## src/rtl/ex_hazard_ctrl.sv

```systemverilog
// Execute-stage hazard controller: operand forwarding, load-use and redirect handling,
// multi-cycle op sequencing and a saturating stall-cycle counter.
module ex_hazard_ctrl #(
  parameter int          MC_LAT     = 4,
  parameter logic [1:0]  LOAD_WBSEL = 2'b00,
  parameter int          CNT_W      = 16
) (
  input  logic             clk,
  input  logic             rst,
  input  logic [4:0]       rs1D,
  input  logic [4:0]       rs2D,
  input  logic [4:0]       rs1E,
  input  logic [4:0]       rs2E,
  input  logic [4:0]       rdE,
  input  logic [4:0]       rdM,
  input  logic [4:0]       rdW,
  input  logic [1:0]       wbselE,
  input  logic             regwriteM,
  input  logic             regwriteW,
  input  logic             pcselE,
  input  logic             mc_reqE,
  output logic [1:0]       forwardAE,
  output logic [1:0]       forwardBE,
  output logic             stallF,
  output logic             stallD,
  output logic             stallE,
  output logic             flushD,
  output logic             flushE,
  output logic             mc_go,
  output logic             mc_busy,
  output logic [CNT_W-1:0] stall_cycles
);

  localparam int CW = $clog2(MC_LAT) + 1;
  localparam logic [CW-1:0]    CNT_START = CW'((MC_LAT > 1) ? (MC_LAT - 2) : 0);
  localparam logic [CNT_W-1:0] STALL_MAX = '1;

  typedef enum logic {
    IDLE = 1'b0,
    BUSY = 1'b1
  } state_t;

  state_t           state_q, state_d;
  logic [CW-1:0]    cnt_q, cnt_d;
  logic [CNT_W-1:0] stall_cycles_q, stall_cycles_d;

  logic [1:0] fwd_a, fwd_b;
  logic       lu;
  logic       mc_hold;
  logic       mc_start;
  logic       stall_fd;
  logic       stall_e;
  logic       flush_e;

  always_comb begin
    fwd_a = 2'b00;
    if (regwriteM && (rdM != 5'd0) && (rdM == rs1E))      fwd_a = 2'b10;
    else if (regwriteW && (rdW != 5'd0) && (rdW == rs1E)) fwd_a = 2'b01;

    fwd_b = 2'b00;
    if (regwriteM && (rdM != 5'd0) && (rdM == rs2E))      fwd_b = 2'b10;
    else if (regwriteW && (rdW != 5'd0) && (rdW == rs2E)) fwd_b = 2'b01;
  end

  assign lu = (wbselE == LOAD_WBSEL) && (rdE != 5'd0) && ((rdE == rs1D) || (rdE == rs2D));

  // Multi-cycle sequencer: the start cycle counts as the first EX-occupancy cycle.
  always_comb begin
    state_d  = state_q;
    cnt_d    = cnt_q;
    mc_hold  = 1'b0;
    mc_start = 1'b0;
    case (state_q)
      IDLE: begin
        if (mc_reqE && (!pcselE || (MC_LAT == 1))) begin
          mc_start = 1'b1;
          if (MC_LAT > 1) begin
            mc_hold = 1'b1;
            state_d = BUSY;
            cnt_d   = CNT_START;
          end
        end
      end
      BUSY: begin
        if (pcselE) begin
          state_d = IDLE;
          cnt_d   = '0;
        end else if (cnt_q != '0) begin
          mc_hold = 1'b1;
          cnt_d   = cnt_q - 1'b1;
        end else begin
          state_d = IDLE;
        end
      end
      default: begin
        state_d = IDLE;
        cnt_d   = '0;
      end
    endcase
  end

  // A redirect wins over every stall; a held EX register is never cleared.
  assign stall_e  = !pcselE && mc_hold;
  assign stall_fd = !pcselE && (mc_hold || lu);
  assign flush_e  = !stall_e && (pcselE || lu);

  assign forwardAE    = rst ? 2'b00 : fwd_a;
  assign forwardBE    = rst ? 2'b00 : fwd_b;
  assign stallF       = !rst && stall_fd;
  assign stallD       = !rst && stall_fd;
  assign stallE       = !rst && stall_e;
  assign flushD       = !rst && pcselE;
  assign flushE       = !rst && flush_e;
  assign mc_go        = !rst && mc_start;
  assign mc_busy      = !rst && (state_q == BUSY);
  assign stall_cycles = stall_cycles_q;

  always_comb begin
    stall_cycles_d = stall_cycles_q;
    if (stall_fd && (stall_cycles_q != STALL_MAX)) stall_cycles_d = stall_cycles_q + CNT_W'(1);
  end

  always_ff @(posedge clk or posedge rst) begin
    if (rst) begin
      state_q        <= IDLE;
      cnt_q          <= '0;
      stall_cycles_q <= '0;
    end else begin
      state_q        <= state_d;
      cnt_q          <= cnt_d;
      stall_cycles_q <= stall_cycles_d;
    end
  end

endmodule

```

## config.mk

```make
export PLATFORM = sky130hd
export DESIGN_NAME = ex_hazard_ctrl
export DESIGN_NICKNAME = d
export VERILOG_FILES = /design/src/rtl/ex_hazard_ctrl.sv
export SDC_FILE = /design/constraint.sdc
export NUM_CORES = 1
export LEC_CHECK = 0
export CAP_MARGIN = 20
export CORE_ASPECT_RATIO = 1.25
export CORE_MARGIN = 3
export CORE_UTILIZATION = 46
export CTS_BUF_LIST = sky130_fd_sc_hd__clkbuf_8
export CTS_CLUSTER_SIZE = 20
export DETAILED_ROUTE_END_ITERATION = 12
export PLACE_DENSITY = 0.88
export SYNTH_ARGS = -nofsm -noshare
export SYNTH_HDL_FRONTEND = slang
export SYNTH_SLANG_ARGS = --single-unit
```

## constraint.sdc

```tcl
create_clock -name clk -period 6.4 [get_ports clk]
set_clock_uncertainty 0.2 [all_clocks]
set_input_delay 0.64 -clock clk [delete_from_list [all_inputs] [get_ports clk]]
set_output_delay 0.64 -clock clk [all_outputs]
set_load 0.01 [all_outputs]
```

==> summary.md, run 1 <==
### Floorplanning
* 57.3 um — die span in x
* 70.1 um — die height
* 4020 um2 — die area
* 3060 um2 — Floorplan Core Area
* 22 — row count
* 49.5% — initial core utilization
* 70 — number of top-level pins

### Finish
* 500 um2 — Storage cell area
* 48.8% — P&R area growth vs syn
* 239 — Layout fillers
* 276 — final net count
* 0 — antenna cells
* 958 um2 — area taken by multi-input logic gates
* 2250 um2 — cell area after layout
* 4.82% — fraction of final layout cells with drive strength greater than 1

### Power and ir drop
* 319 uW — internal power summed over all cells
* 167 uW — P_sw
* 34.4% — Net Sw Frac
* 39.0% — sequential share of power
* 44.7% — combinational power share
* 216 nW/um2 — power density over the cells
* 0.861 nW — leakage power
* 486 uW — Tot Pwr
* 0.000184 V — worst supply voltage drop on vdd
* 16.3% — clock share of power

### Timing
* 0 — setup violation total in the final timing report
* 0 — Final Hold Viols
* 66.0% — fin crit share
* 4.22 ns — final critical delay including setup and external delays
* 0.764 ns — transition time at the pin with the least slew margin
* 0 — Final Slew Violations
* 237 MHz — fmax
* 0 ns — sum of negative setup slack
* no — RSZ-0062 raised after global routing
* 49.0% — tightest slew margin relative to the limit

### Drt
* 0 — DRC violations left
* 13.8 um — routed length per instance
* 43 — Detailed Route Iter0 Violations
* 5.39 — ratio of routed vias to standard cells
* 0 — Final ANT Viol Nets
* 4 — length of the first detailed-routing pass in iterations
* 1,422 — total number of vias
* 3650 um — final routed wirelength across all metal layers

### Yosys
* 38 — post-synth cell types
* 161 — cells after synthesis
* 0 — Yosys Warn Count
* sky130_fd_sc_hd__dfrtp_1 — most used flip-flop cell after synthesis
* 100% — fraction of registers with async set/reset
* sky130_fd_sc_hd__dfrtp_1, sky130_fd_sc_hd__xnor2_1, sky130_fd_sc_hd__xor2_1 — most area-consuming cells after synthesis
* 33.1% — area share of the leading cell type in the synthesized netlist
* 1510 um2 — post-synthesis instance area
* 9.40 um2 — per-instance average area after synthesis
* 0 — number of synthesized flops with an enable pin
* 207 — number of nets produced by synthesis
* sky130_fd_sc_hd__xnor2_1 — library cell with the highest instance count after synthesis
* sky130_fd_sc_hd__xnor2_1, sky130_fd_sc_hd__xor2_1, sky130_fd_sc_hd__dfrtp_1 — most frequent cells after synthesis
* 33.1% — Seq/Total Area, Yosys
* 20 — total of flip-flops plus latches after synthesis
* sky130_fd_sc_hd__dfrtp_1 — library cell with the largest summed area after synthesis

### Clock tree
* sky130_fd_sc_hd__clkbuf_8 — root buffer cell
* 0 — Post-CTS Setup Repair Bufs
* 20 — Clock Sinks
* 0.07 ns — clock-pin slew of the registers on the worst-case setup and hold paths
* 1 — H-tree level count
* 3 — cts bufs inserted
* yes — TritonCTS clock tree
* 0 — post-cts resize count
* 0 — count of hold buffers inserted by post-cts repair
* 0.25 ns — source-to-sink clock delay at the later pin of the worst-skew pair
* 2 — buffer depth of the longest clock path

### GRT
* 6200 um — first-pass GRT wire length
* 1,411 — vias in the first global route
* 22 — largest net degree at the start of global routing
* 19.1% — Overall Global Routing Usage
* 0 — number of antenna violations at the first check in global routing
* 0 — Overflow after GRT

### Min path
* 1 — Hold Crit Depth
* flip-flop to flip-flop — Worst Hold Class
* stall_cycles[11]$_DFFE_PP0P_ — startpoint of the lowest-slack hold path
* stall_cycles[11]$_DFFE_PP0P_ — sink of the worst hold path

### Status
* finished, final reports clean — status

### Flow run
* 0 — Max Cap Violations

### Worst setup path
* 0.64 ns — Crit path largest cell delay
* 3.38 ns — signal arrival time at the worst endpoint
* 21 — crit path max fanout
* input port — crit start category
* 5.56 ns — required time of the critical path
* clkdlybuf4s50_1 -> inv_1 -> o211ai_1 -> or4_1 -> nor4_1 -> clkdlybuf4s50_1 — chain of cells forming the critical path
* input port to primary output — WS Path Type
* stall_cycles[0]$_DFFE_PP0P_ — reg2reg start
* sky130_fd_sc_hd__inv_1 — slowest stage cell on the critical path
* primary output — Worst Setup End Kind
* 4.11 ns — register-to-register setup slack
* 6 — worst reg2reg path depth
* sky130_fd_sc_hd__clkdlybuf4s50_1 — Top cell by count, worst path
* stall_cycles[1]$_DFFE_PP0P_ — R2R Path End

### Placement
* 69 — total of buffers placed on input and output ports
* 2210 um2 — placed standard-cell area
* 2980 um — half-perimeter wire length after placement
* 0.793 — routability-driven placement congestion ratio

-- state kept, by name, summed over array words and instances (netlist names) --
signal and count:
stall_cycles 16, cnt_q 3, state_q 1
-- critical path, delay by kind of cell --
| kind | cells | cell delay, ns |
|---|---|---|
| buf+inv | 3 | 1.79 |
| simple gates | 2 | 0.73 |
| compound gates | 1 | 0.21 |
-- worst max path at each step --
stage | startpoint | end | slack, ns | depth (start not counted)
2_1_floorplan | rst | forwardAE[0] | 3.21 | 5
3_3_place_gp | rst | forwardAE[0] | 2.19 | 6
3_5_place_dp | rst | forwardBE[0] | 2.14 | 6
4_1_cts | rst | forwardBE[0] | 2.13 | 6
5_1_grt | rst | forwardBE[0] | 1.87 | 6
6_report | rst | forwardBE[0] | 2.18 | 6
-- through the flow --
stage / setup WS [ns] / hold WS, ns / instances / utilization [%]
finish: 2.18 / 0.299 / 264 / 73.7
global route: 1.87 / 0.342 / 264 / 73.7
CTS: 2.13 / 0.311 / 264 / 73.7
detailed placement: 2.14 / 0.296 / 261 / 72.3
global placement: 2.19 / 0.299 / 261 / 72.3
floorplan: 3.21 / 0.312 / 161 / -
-- metal layers --
| metal | GRT usage, % | routed length [um] |
|---|---|---|
| met1 | 22.2 | 1450 |
| met2 | 35.3 | 1960 |
| met3 | 2.22 | 198 |
| met4 | 6.19 | 50 |
| met5 | 0 | 0 |
-- cell type report --
type | count | share of cell area (%)
Multi-Input combinational cell | 132 | 42.6
Timing Repair Buffer | 69 | 30.7
Sequential cell | 20 | 22.2
Tap cell | 36 | 2.00
Clock buffer | 3 | 1.83
Inverter | 4 | 0.667
-- layout by cell type (no fill, tap or decap), types with 2 or more instances in the layout --
| cell type | Yosys | routed |
|---|---|---|
| sky130_fd_sc_hd__xnor2_1 | 25 | 25 |
| sky130_fd_sc_hd__nor2_1 | 11 | 11 |
| sky130_fd_sc_hd__nand2_1 | 11 | 11 |
| sky130_fd_sc_hd__o22ai_1 | 2 | 2 |
| sky130_fd_sc_hd__ha_1 | 3 | 3 |
| sky130_fd_sc_hd__nor3_1 | 6 | 6 |
| sky130_fd_sc_hd__a21oi_1 | 3 | 3 |
| sky130_fd_sc_hd__dfrtp_1 | 20 | 20 |
| sky130_fd_sc_hd__or4_1 | 4 | 4 |
| sky130_fd_sc_hd__xor2_1 | 21 | 21 |
| sky130_fd_sc_hd__nand3_1 | 10 | 10 |
| sky130_fd_sc_hd__nor2b_1 | 3 | 3 |
| sky130_fd_sc_hd__o21ai_0 | 2 | 2 |
| sky130_fd_sc_hd__nand4_1 | 6 | 6 |
| sky130_fd_sc_hd__clkdlybuf4s50_1 | 0 | 69 |
| sky130_fd_sc_hd__nor3b_1 | 2 | 2 |
| sky130_fd_sc_hd__clkbuf_8 | 0 | 3 |
| sky130_fd_sc_hd__and3_1 | 2 | 2 |
| sky130_fd_sc_hd__inv_1 | 4 | 4 |
| sky130_fd_sc_hd__nand2b_1 | 2 | 2 |
| sky130_fd_sc_hd__nor4_1 | 4 | 4 |
-- power by group through the flow --
| stage | clock [mW] | combinational, mW | sequential [mW] |
|---|---|---|---|
| 5_1_grt | 0.0867 | 0.238 | 0.193 |
| 2_1_floorplan | 0 | 0.119 | 0.192 |
| 6_report | 0.0791 | 0.217 | 0.189 |
| 3_3_place_gp | 0 | 0.213 | 0.190 |
| 3_5_place_dp | 0 | 0.217 | 0.191 |
| 4_1_cts | 0.0807 | 0.219 | 0.189 |
-- cell families after synthesis --
| logic type | count (synthesis) | share of synthesized area (%) |
|---|---|---|
| and+or+nand+nor | 67 | 25.2 |
| xor gates and xnor gates | 46 | 26.6 |
| DFF | 20 | 33.1 |
| AOI/OAI and AO/OA | 14 | 7.61 |
| buffers and inverters | 9 | 3.56 |
| adders and majority gates | 3 | 2.48 |
| muxes | 2 | 1.41 |
Note: power is estimated with default switching activity, not from simulation.
==> run 2, diff against run 1 <==
Settings changed: CORE_UTILIZATION 46 to 43, PLACE_DENSITY 0.88 to 0.83.
Clock period 6.4 ns to 4.4 ns, I/O delays scaled along.
==> run 2 against run 1 <==
  * Clock power rose by 72%
  * Final cell count up 1.1%
  * Non-clock buffer count increased by 1
  * Clock-buffer cell count up 1
  * Via count rose by 2.3%
  * Global-route usage fell by 0.76 points
  * Cell area grew 1.0%
  * Sequential power up 44%
  * Hold slack gained 0.0043 ns
  * Combinational power is 47% higher
  * Critical path type unchanged
  * Largest power group unchanged
  * Highest routed layer unchanged
==> summary.md, run 2 (same netlist as run 1, synthesis figures left out) <==
### Status
* finished, final reports clean — status, unchanged

### Worst setup path
* 0.58 ns — Crit path largest cell delay, was 0.64 ns
* 3.76 ns — required time of the critical path, was 5.56 ns
* input port to primary output — WS Path Type, unchanged
* 4 — crit path max fanout, was 21
* sky130_fd_sc_hd__clkdlybuf4s50_1 — Top cell by count, worst path, unchanged
* 6 — worst reg2reg path depth, unchanged
* clkdlybuf4s50_1 -> or4_1 -> o21ai_0 -> nor3_1 -> nor4_1 -> clkdlybuf4s50_1 — chain of cells forming the critical path, was clkdlybuf4s50_1 -> inv_1 -> o211ai_1 -> or4_1 -> nor4_1 -> clkdlybuf4s50_1
* primary output — Worst Setup End Kind, unchanged
* sky130_fd_sc_hd__clkdlybuf4s50_1 — slowest stage cell on the critical path, was sky130_fd_sc_hd__inv_1
* 6 — WP depth, unchanged
* input port — crit start category, unchanged
* 2.80 ns — signal arrival time at the worst endpoint, was 3.38 ns
* buffers and inverters — kind of cell adding the most delay to the critical path, unchanged
* 2 — number of buffers and inverters on the critical path, was 3

### GRT
* 1,448 — vias in the first global route, was 1,411
* 0 — number of antenna violations at the first check in global routing, unchanged
* 18.4% — Overall Global Routing Usage, was 19.1%
* 0 — Overflow after GRT, unchanged
* 21 — largest net degree at the start of global routing, was 22
* 6250 um — first-pass GRT wire length, was 6200 um

### Placement
* 69 — total of buffers placed on input and output ports, unchanged
* 263 — instance count after placement with tap cells included, was 261
* 3080 um — half-perimeter wire length after placement, was 2980 um
* 2220 um2 — placed standard-cell area, was 2210 um2
* 0.859 — routability-driven placement congestion ratio, was 0.793

### Drt
* 13.9 um — routed length per instance, was 13.8 um
* 26 — Detailed Route Iter0 Violations, was 43
* 0 — Final ANT Viol Nets, unchanged
* 5.45 — ratio of routed vias to standard cells, was 5.39
* 1,454 — total number of vias, was 1,422
* 4 — length of the first detailed-routing pass in iterations, unchanged
* 3720 um — final routed wirelength across all metal layers, was 3650 um
* 0 — DRC violations left, unchanged

### Floorplanning
* 3280 um2 — Floorplan Core Area, was 3060 um2
* 4270 um2 — die area, was 4020 um2
* 70 — number of top-level pins, unchanged
* 59.1 um — die span in x, was 57.3 um
* 23 — row count, was 22
* 46.1% — initial core utilization, was 49.5%
* 72.3 um — die height, was 70.1 um

### Finish
* 2270 um2 — cell area after layout, was 2250 um2
* 0 — antenna cells, unchanged
* 5.65% — fraction of final layout cells with drive strength greater than 1, was 4.82%
* 267 — Cell Count, Final, Fillers Out, was 264
* 277 — final net count, was 276
* 16 — max FFs per register, unchanged
* sky130_fd_sc_hd__clkdlybuf4s50_1 — most frequent standard cell in the layout excluding fill and tap cells, unchanged
* sky130_fd_sc_hd__clkdlybuf4s50_1, sky130_fd_sc_hd__xnor2_1, sky130_fd_sc_hd__xor2_1 — leading cell types in the layout, fill and taps excluded, unchanged
* 50.3% — P&R area growth vs syn, was 48.8%
* 251 — Layout fillers, was 239
* 69.3% — Finished Core Util, was 73.7%

### Clock tree
* 0 — count of hold buffers inserted by post-cts repair, unchanged
* 3 — cts bufs inserted, unchanged
* 2 — buffer depth of the longest clock path, unchanged
* 0 — post-cts resize count, unchanged
* yes — TritonCTS clock tree, unchanged
* 0 — Post-CTS Setup Repair Bufs, unchanged
* 1 — H-tree level count, unchanged
* sky130_fd_sc_hd__clkbuf_8 — root buffer cell, unchanged
* 0.07 ns — clock-pin slew of the registers on the worst-case setup and hold paths, about the same
* 20 — Clock Sinks, unchanged
* 0.25 ns — source-to-sink clock delay at the later pin of the worst-skew pair, about the same

### Timing
* 71.8% — tightest slew margin relative to the limit, was 49.0%
* 0.418 ns — transition time at the pin with the least slew margin, was 0.764 ns
* no — RSZ-0062 raised after global routing, unchanged
* 3.44 ns — final critical delay including setup and external delays
* 0 ns — sum of negative setup slack, unchanged
* 290 MHz — fmax
* 0 — setup violation total in the final timing report, unchanged
* 0 — Final Hold Viols, unchanged
* 0 — Final Slew Violations, unchanged
* 78.2% — fin crit share

### Power and ir drop
* 43.8% — combinational power share, was 44.7%
* 244 uW — P_sw, was 167 uW
* 33.6% — Net Sw Frac, was 34.4%
* 0.000332 V — worst supply voltage drop on vdd, was 0.000184 V
* 320 nW/um2 — power density over the cells, was 216 nW/um2
* 37.6% — sequential share of power, was 39.0%
* 483 uW — internal power summed over all cells, was 319 uW
* 18.6% — clock share of power, was 16.3%
* 0.873 nW — leakage power, was 0.861 nW

### Flow run
* 0 — Max Cap Violations, unchanged

### Min path
* flip-flop to flip-flop — Worst Hold Class, unchanged
* 1 — Hold Crit Depth, unchanged

[run 2: changes by cell type in the layout (fill, tap and decap cells not counted)]
cell	change
sky130_fd_sc_hd__buf_4	+1
sky130_fd_sc_hd__clkbuf_8	+1
[run 2: layout make-up]
type / count / area, um2 / share of cell area (%)
inverters: 4 / 15.0 / 0.660
clock buffers: 4 / 55.1 / 2.42
flip-flops and latches: 20 / 500 / 22.0
well taps: 37 / 46.3 / 2.04
repair buffers: 70 / 698 / 30.7
multi-input cells: 132 / 958 / 42.2
[run 2: power groups by stage]
stage	Sequential [mW]	Combinational [mW]	Clock (mW)
2_1_floorplan	0.279	0.173	0
3_3_place_gp	0.275	0.311	0
3_5_place_dp	0.276	0.319	0
4_1_cts	0.274	0.320	0.139
5_1_grt	0.283	0.349	0.150
6_report	0.273	0.318	0.136
[run 2: routing by layer]
metal | part of all wire (%) | track usage [%] | up-vias
met1 | 41 | 23.0 | 682
li1 | - | - | 699
met2 | 50 | 31.0 | 64
met5 | 0 | 0 | -
met3 | 6.7 | 3.38 | 9
met4 | 2.2 | 6.80 | 0
[run 2: worst paths after layout]
kind | start | end | slack, ns
max | rdM[1] | forwardAE[0] | 0.96
min | stall_cycles[15]$_DFFE_PP0P_ | stall_cycles[15]$_DFFE_PP0P_ | 0.30
max reg2reg | stall_cycles[0]$_DFFE_PP0P_ | stall_cycles[1]$_DFFE_PP0P_ | 2.14
min reg2reg | stall_cycles[15]$_DFFE_PP0P_ | stall_cycles[15]$_DFFE_PP0P_ | 0.30
max in group asynchronous | rst | stall_cycles[3]$_DFFE_PP0P_ | 3.18
min in group asynchronous | rst | stall_cycles[9]$_DFFE_PP0P_ | 0.61
[run 2: per-stage QoR]
stage	total power, mW	hold WS (ns)	setup slack, ns
global route	0.782	0.338	0.793
global placement	0.586	0.288	1.03
CTS	0.733	0.310	0.943
floorplan	0.452	0.312	1.61
detailed placement	0.595	0.307	0.946
finish	0.727	0.303	0.957
